$ cat src/rtl/mont_preprocess.sv
// Montgomery-domain entry conversion: o_result = (i_a * 2^W) mod i_n, one modular doubling per cycle.
// Optional abort input enabled by defining MONT_PREPROCESS_ABORT_EN.
module mont_preprocess #(
    parameter int unsigned W = 256
) (
    input  logic         i_clk,
    input  logic         i_rst,
    input  logic         i_start,
`ifdef MONT_PREPROCESS_ABORT_EN
    input  logic         i_abort,
`endif
    input  logic [W-1:0] i_a,
    input  logic [W-1:0] i_n,
    output logic [W-1:0] o_result,
    output logic         o_finished,
    output logic         o_busy
);

    localparam int unsigned CW = (W > 1) ? $clog2(W) : 1;

    typedef enum logic [1:0] {
        IDLE = 2'd0,
        RUN  = 2'd1,
        DONE = 2'd2
    } state_t;

    state_t        state;
    state_t        state_nx;
    logic [W:0]    t;
    logic [W:0]    t_nx;
    logic [W:0]    d;
    logic [W:0]    n_ext;
    logic [W:0]    t_step;
    logic [W-1:0]  n_r;
    logic [W-1:0]  n_nx;
    logic [CW-1:0] cnt;
    logic [CW-1:0] cnt_nx;
    logic [W-1:0]  result_nx;
    logic          finished_nx;
    logic          busy_nx;
    logic          cnt_last;
    logic          abort;

`ifdef MONT_PREPROCESS_ABORT_EN
    assign abort = i_abort;
`else
    assign abort = 1'b0;
`endif

    // One modular doubling: t stays below n_r, so d fits in W+1 bits.
    assign d        = {t[W-1:0], 1'b0};
    assign n_ext    = {1'b0, n_r};
    assign t_step   = (d >= n_ext) ? (d - n_ext) : d;
    assign cnt_last = (cnt == CW'(W - 1));

    // State register plus datapath and output registers.
    always_ff @(posedge i_clk or negedge i_rst) begin
        if (!i_rst) begin
            state      <= IDLE;
            t          <= '0;
            n_r        <= '0;
            cnt        <= '0;
            o_result   <= '0;
            o_finished <= 1'b0;
            o_busy     <= 1'b0;
        end else begin
            state      <= state_nx;
            t          <= t_nx;
            n_r        <= n_nx;
            cnt        <= cnt_nx;
            o_result   <= result_nx;
            o_finished <= finished_nx;
            o_busy     <= busy_nx;
        end
    end

    // Next-state logic.
    always_comb begin
        state_nx = state;
        case (state)
            IDLE:    if (i_start) state_nx = RUN;
            RUN: begin
                if (abort)         state_nx = IDLE;
                else if (cnt_last) state_nx = DONE;
            end
            DONE:    state_nx = IDLE;
            default: state_nx = IDLE;
        endcase
    end

    // Datapath and registered-output next values; result lands with the finish pulse.
    always_comb begin
        t_nx        = t;
        n_nx        = n_r;
        cnt_nx      = cnt;
        result_nx   = o_result;
        finished_nx = 1'b0;
        busy_nx     = (state_nx != IDLE);
        case (state)
            IDLE: begin
                if (i_start) begin
                    t_nx   = {1'b0, i_a};
                    n_nx   = i_n;
                    cnt_nx = '0;
                end
            end
            RUN: begin
                t_nx   = t_step;
                cnt_nx = cnt + CW'(1);
                if (!abort && cnt_last) begin
                    result_nx   = t_step[W-1:0];
                    finished_nx = 1'b1;
                end
            end
            default: ;
        endcase
    end

endmodule

$ cat config.mk
export PLATFORM = sky130hd
export DESIGN_NAME = mont_preprocess
export DESIGN_NICKNAME = d
export VERILOG_FILES = /design/src/rtl/mont_preprocess.sv
export SDC_FILE = /design/constraint.sdc
export NUM_CORES = 2
export LEC_CHECK = 0
export BUFFER_PORTS_ARGS = -buffer_cell sky130_fd_sc_hd__buf_4
export CAP_MARGIN = 20
export CORE_MARGIN = 1.5
export CORE_UTILIZATION = 45
export CTS_BUF_LIST = sky130_fd_sc_hd__clkbuf_4
export CTS_CLUSTER_DIAMETER = 60
export DETAILED_ROUTE_END_ITERATION = 7
export GPL_TIMING_DRIVEN = 0
export MAX_ROUTING_LAYER = met4
export PLACE_DENSITY = 0.76
export SYNTH_ARGS = -nofsm -noshare
export SYNTH_HDL_FRONTEND = slang
export SYNTH_SLANG_ARGS = --single-unit
$ cat constraint.sdc
create_clock -name i_clk -period 4.5 [get_ports i_clk]
set_input_delay 0.45 -clock i_clk [delete_from_list [all_inputs] [get_ports i_clk]]
set_output_delay 0.45 -clock i_clk [all_outputs]
set_load 0.02 [all_outputs]
==> metrics.md, run 1 <==
| Metric | Value |
|---|---|
| Die Span X | 347 µm |
| Initial antenna violation count | 61 |
| # rows | 125 |
| I/O pins | 773 |
| Die span in y | 347 µm |
| Grt total ovfl | 0 |
| Async set-reset flop share out of synthesis | 100% |
| Vias in the first global route | 70400 |
| Synth Area in Compound Gates | 29.8% |
| Largest family of logic cells by synthesized area | compound AO/OA/AOI/OAI gates |
| Clock Tree Root | clkbuf_4 |
| H-tree Lvls | 4 |
| Stopped at | 5_2_route |
| Seq/Total Area, Yosys | 36.8% |
| Area share of and/or/nand/nor cells after synthesis | 16.8% |
| Adder-cell share of the synthesized area | 6.09% |
| Area contributors post-synth | dfrtp_1 37%, o21ai_0 9.1%, nand2_1 8.0%, a21oi_1 6.9%, ha_1 6.1% |
| Error | [ERROR DRT-0255] Maze Route cannot find path of net i_a[149] in worker of routeBox ( 338100 96600 ) ( 346545 144900 ). |
| Initial core utilization | 45.5% |
| Netlist cell types | 85 |
| Mapped Nets | 7607 |
| DP Worst Slack | -2560 ps |
| Post-synthesis cell count | 6834 |
| Seq cells post-synth | 780 |
| Total track usage | 55.1% |
| Synth Flop Type | dfrtp_1 |
| Post-synth EDFFs | 0 |
| Worst setup endpoint GRT | o_result[128]$_DFFE_PN0P_/D |
| Area leader, netlist | dfrtp_1 |
| Status | stopped before the end |
| Most instantiated cells after synthesis | 1138 x nand2_1, 970 x o21ai_0, 780 x dfrtp_1 |
| Top-count cell post-synth | nand2_1 |
| Global-route wire length before repair | 473 mm |
| GP Congestion | 1.13 |
| CTS Sinks | 780 |
| Kind of the worst endpoint | register input |
| Post-DP HPWL | 230 mm |
| Post-synthesis mux area share | 0.714% |
| Clock Path Buffers | 3 |
| Ys Warns | 0 |
| Proportion of netlist area held by the largest area contributor | 36.8% |
| Port Buf Inserts | 772 |
| Cts bufs inserted | 202 |
| Synth Area in XOR/XNOR | 4.07% |
| Mapped Avg Cell Area | 7.77 µm² |
| Post-Syn Area | 53100 µm² |
| Largest net degree at the start of global routing | 125 |
[routing by layer]
layer and track usage [%]:
met4 44.5, met3 21.9, met1 60.7, met2 78.6, met5 -
[metrics by stage]
step                TNS (ps)  std cells  hold slack [ps]  instance area [µm²]
detailed placement   -952240       9159              361                61400
global route         -457060      10600             70.6                82300
CTS                  -204360      10400             3.59                74300
floorplan                  0       6834              154                53100
global placement    -5390320       9130              462                60800
[cell families after synthesis]
logic type,after synthesis
mux,37
buf+inv,799
flops,780
simple gates,2070
fa+ha+maj,258
compound gates,2643
xor+xnor,247
[repair_timing]
| action | in CTS | in global routing |
|---|---|---|
| gates resized for setup | 377 | 1643 |
| hold endpoints to repair | 904 | 2 |
| gates cloned | 2 | 33 |
| hold buffers | 844 | 1 |
| buffers inserted | 35 | 130 |
| setup endpoints to repair | 513 | 514 |
| pin swaps | 40 | 267 |
==> run 2: changes to the inputs <==
CORE_UTILIZATION = 30   (was 45)
CTS_BUF_LIST = not set   (was sky130_fd_sc_hd__clkbuf_4)
CTS_CLUSTER_DIAMETER = not set   (was 60)
MAX_ROUTING_LAYER = not set   (was met4)
PLACE_DENSITY = not set   (was 0.76)
PLACE_DENSITY_LB_ADDON = 0.15   (was not set)
==> metrics.md, run 2 <==
| Metric | Value |
|---|---|
| Status | finished with violations |
| Failing checks | setup timing |
| Most frequent cells in the layout | 1095 x nand2_1, 871 x buf_4, 766 x dfrtp_1, 745 x o21ai_0, 648 x a21oi_1 |
| Async set-reset flop share out of synthesis | 100% (unchanged) |
| Crit. End Element | flop |
| Max_slew headroom | 14.7% |
| CP Class | reg2reg |
| Hold Vio Cnt, Final | 0 |
| Hold Path Class | in2reg |
| DR vias/cell | 5.60 |
| H-tree Lvls | 3 (-1) |
| Final Skew | 42.1 ps |
| Synth Area in Compound Gates | 29.8% (unchanged) |
| Core footprint | 176000 µm² |
| Commonest non-fill, non-tap cell in the layout | nand2_1 |
| F_max | 0.202 GHz |
| Clock Path Buffers | 3 (unchanged) |
| R2R Setup Slk | -460 ps |
| Largest net degree at the start of global routing | 116 (-7.2%) |
| Post-synth EDFFs | 0 (unchanged) |
| Final nets | 8928 |
| Grt total ovfl | 0 (unchanged) |
| Synth Flop Type | dfrtp_1 |
| Port Buf Inserts | 772 (unchanged) |
| Critical path peak fanout | 8 |
| Post-DP HPWL | 242 mm (+5.6%) |
| CTS Sinks | 780 (unchanged) |
| Tightest Pin Transition | 1280 ps |
| Mapped Avg Cell Area | 7.77 µm² (unchanged) |
| I/O pins | 773 (unchanged) |
| Die span in y | 424 µm (+22%) |
| Full die area | 180000 µm² |
| Worst Path Required | 5120 ps |
| TritonCTS clock tree | yes |
| Cts bufs inserted | 93 (-54%) |
| Die Span X | 424 µm (+22%) |
| WL final | 303 mm |
| Area leader, netlist | dfrtp_1 |
| Area share of and/or/nand/nor cells after synthesis | 16.8% (unchanged) |
| Unrepaired setup endpoints after global routing | true |
| Post-Syn Area | 53100 µm² (unchanged) |
| Number of remaining DRC errors | 0 |
| Synth Area in XOR/XNOR | 4.07% (unchanged) |
| Startpoint Class | flop |
| Mapped Nets | 7607 (unchanged) |
| Vias in the first global route | 59200 (-16%) |
| Finished Cell Area | 74100 µm² |
| Clock Tree Root | clkbuf_16 |
| Share of layout cells above drive strength 1 | 20.0% |
| Most instantiated cells after synthesis | 1138 x nand2_1, 970 x o21ai_0, 780 x dfrtp_1 |
| Violation count after the first detailed-route iteration | 5063 |
| Seq cells post-synth | 780 (unchanged) |
| Area Overhead vs Synth | 39.5% |
| Clock slew at reported path FFs | 70 ps |
| Tmin final | 4960 ps |
| Final WS setup | -461 ps |
| Seq/Total Area, Yosys | 36.8% (unchanged) |
| Setup TNS | -132620 ps |
| Netlist cell types | 85 (unchanged) |
| Final ANT Viol Nets | 0 |
| Top-count cell post-synth | nand2_1 |
| Final setup violation count | 512 |
| WL/cell | 28.7 µm |
| # rows | 154 (+23%) |
| Top Registers | n_r (256), o_result (256), t (256) |
| Max-cap viol count | 0 |
| Initial antenna violation count | 7 (-89%) |
| Drt pass-1 iters | 8 |
| Final number of max-transition violations | 0 |
| Global-route wire length before repair | 425 mm (-10%) |
| Proportion of netlist area held by the largest area contributor | 36.8% (unchanged) |
| Largest family of logic cells by synthesized area | compound AO/OA/AOI/OAI gates |
| Placed Instance Area | 62500 µm² (+1.8%) |
| Post-synthesis mux area share | 0.714% (unchanged) |
| Clock Latency Late Sink | 760 ps |
| Initial core utilization | 30.2% (-15 points) |
| Ys Warns | 0 (unchanged) |
| GP Congestion | 1.01 (-11%) |
| Total track usage | 32.6% (-23 points) |
| Final worst path period share | 110% |
| Adder-cell share of the synthesized area | 6.09% (unchanged) |
| CP arrival | 5590 ps |
| Area contributors post-synth | dfrtp_1 37%, o21ai_0 9.1%, nand2_1 8.0%, a21oi_1 6.9%, ha_1 6.1% |
| Post-synthesis cell count | 6834 (unchanged) |
| Via count | 59200 |
==> run 2: cell counts after synthesis <==
Identical to the previous run, type by type.
==> run 2: final cells by class <==
class	instances	area, µm²
Multi-Input combinational cell	5255	33300
Inverter	344	1290
Timing Repair Buffer	1273	11400
Sequential cell	780	19500
Antenna cell	2	5.00
Tap cell	2340	2930
Fill cell	18000	102000
Clock inverter	36	463
Buffer	408	2390
Clock buffer	134	2750
==> run 2: cells by family (layout without fill, tap and decap cells) <==
| kind of cell | after synthesis | after routing |
|---|---|---|
| AND/OR/NAND/NOR | 2070 | 2070 |
| flip-flops | 780 | 780 |
| buffers and inverters | 799 | 2195 |
| AO/OA/AOI/OAI | 2643 | 2643 |
| other | 0 | 2 |
| adder cells (fa/ha/maj) | 258 | 258 |
| XOR/XNOR | 247 | 247 |
| multiplexers | 37 | 37 |
==> run 2: timing repair <==
item,in CTS,in global routing
hold buffers,330,0
setup endpoints to repair,514,512
resized for setup,825,240
pin swaps,101,51
setup buffers,102,19
endpoints found under the hold margin,383,0
gates cloned,15,2
==> run 2: worst paths after layout <==
path                         startpoint       endpoint  depth (start not counted)
min in group asynchronous         i_rst         t[165]                          2
hold / removal                 i_a[235]         t[235]                          3
setup reg to reg                  t[23]  o_result[239]                         19
hold reg to reg            o_result[60]   o_result[60]                          2
setup / recovery                  t[23]  o_result[239]                         19
max in group asynchronous         i_rst   o_result[29]                          5
==> run 2: layer usage <==
layer,up-vias,GRT usage (%),share of wire (%)
met5,-,0,0.012
li1,27100,-,-
met4,6,17.2,6.4
met2,2196,54.4,47
met3,520,3.92,5.2
met1,29400,41.0,42
==> run 2: metrics by stage <==
stage | cells | util (%) | worst slack, ps | hold WS [ps]
2_1_floorplan | 6834 | - | 526 | 154
3_3_place_gp | 9946 | 35.1 | -6700 | 469
3_5_place_dp | 9982 | 35.5 | -2400 | 425
4_1_cts | 10600 | 41.7 | -397 | 2.31
5_1_grt | 10600 | 42.1 | -485 | 18.0
6_report | 10600 | 42.1 | -461 | 57.0
==> run 2: worst max-delay path, cell delays in order, from the launching register on <==
cell	delay [ps]
dfrtp_1	410
ha_1	300
buf_4	170
a21o_1	180
a21o_1	190
a221oi_2	330
o31ai_4	180
o21bai_1	320
a2111oi_1	140
clkdlybuf4s18_2	310
o2111ai_4	400
nand4_1	260
a21oi_4	340
o21ai_2	180
a21oi_2	360
o41ai_2	110
xor2_1	150
buf_4	170
mux2i_2	200
o21ai_0	110
Power of run 2 is not shown: default switching activity piles up to over one toggle a cycle in this logic, so the estimate is an artifact.
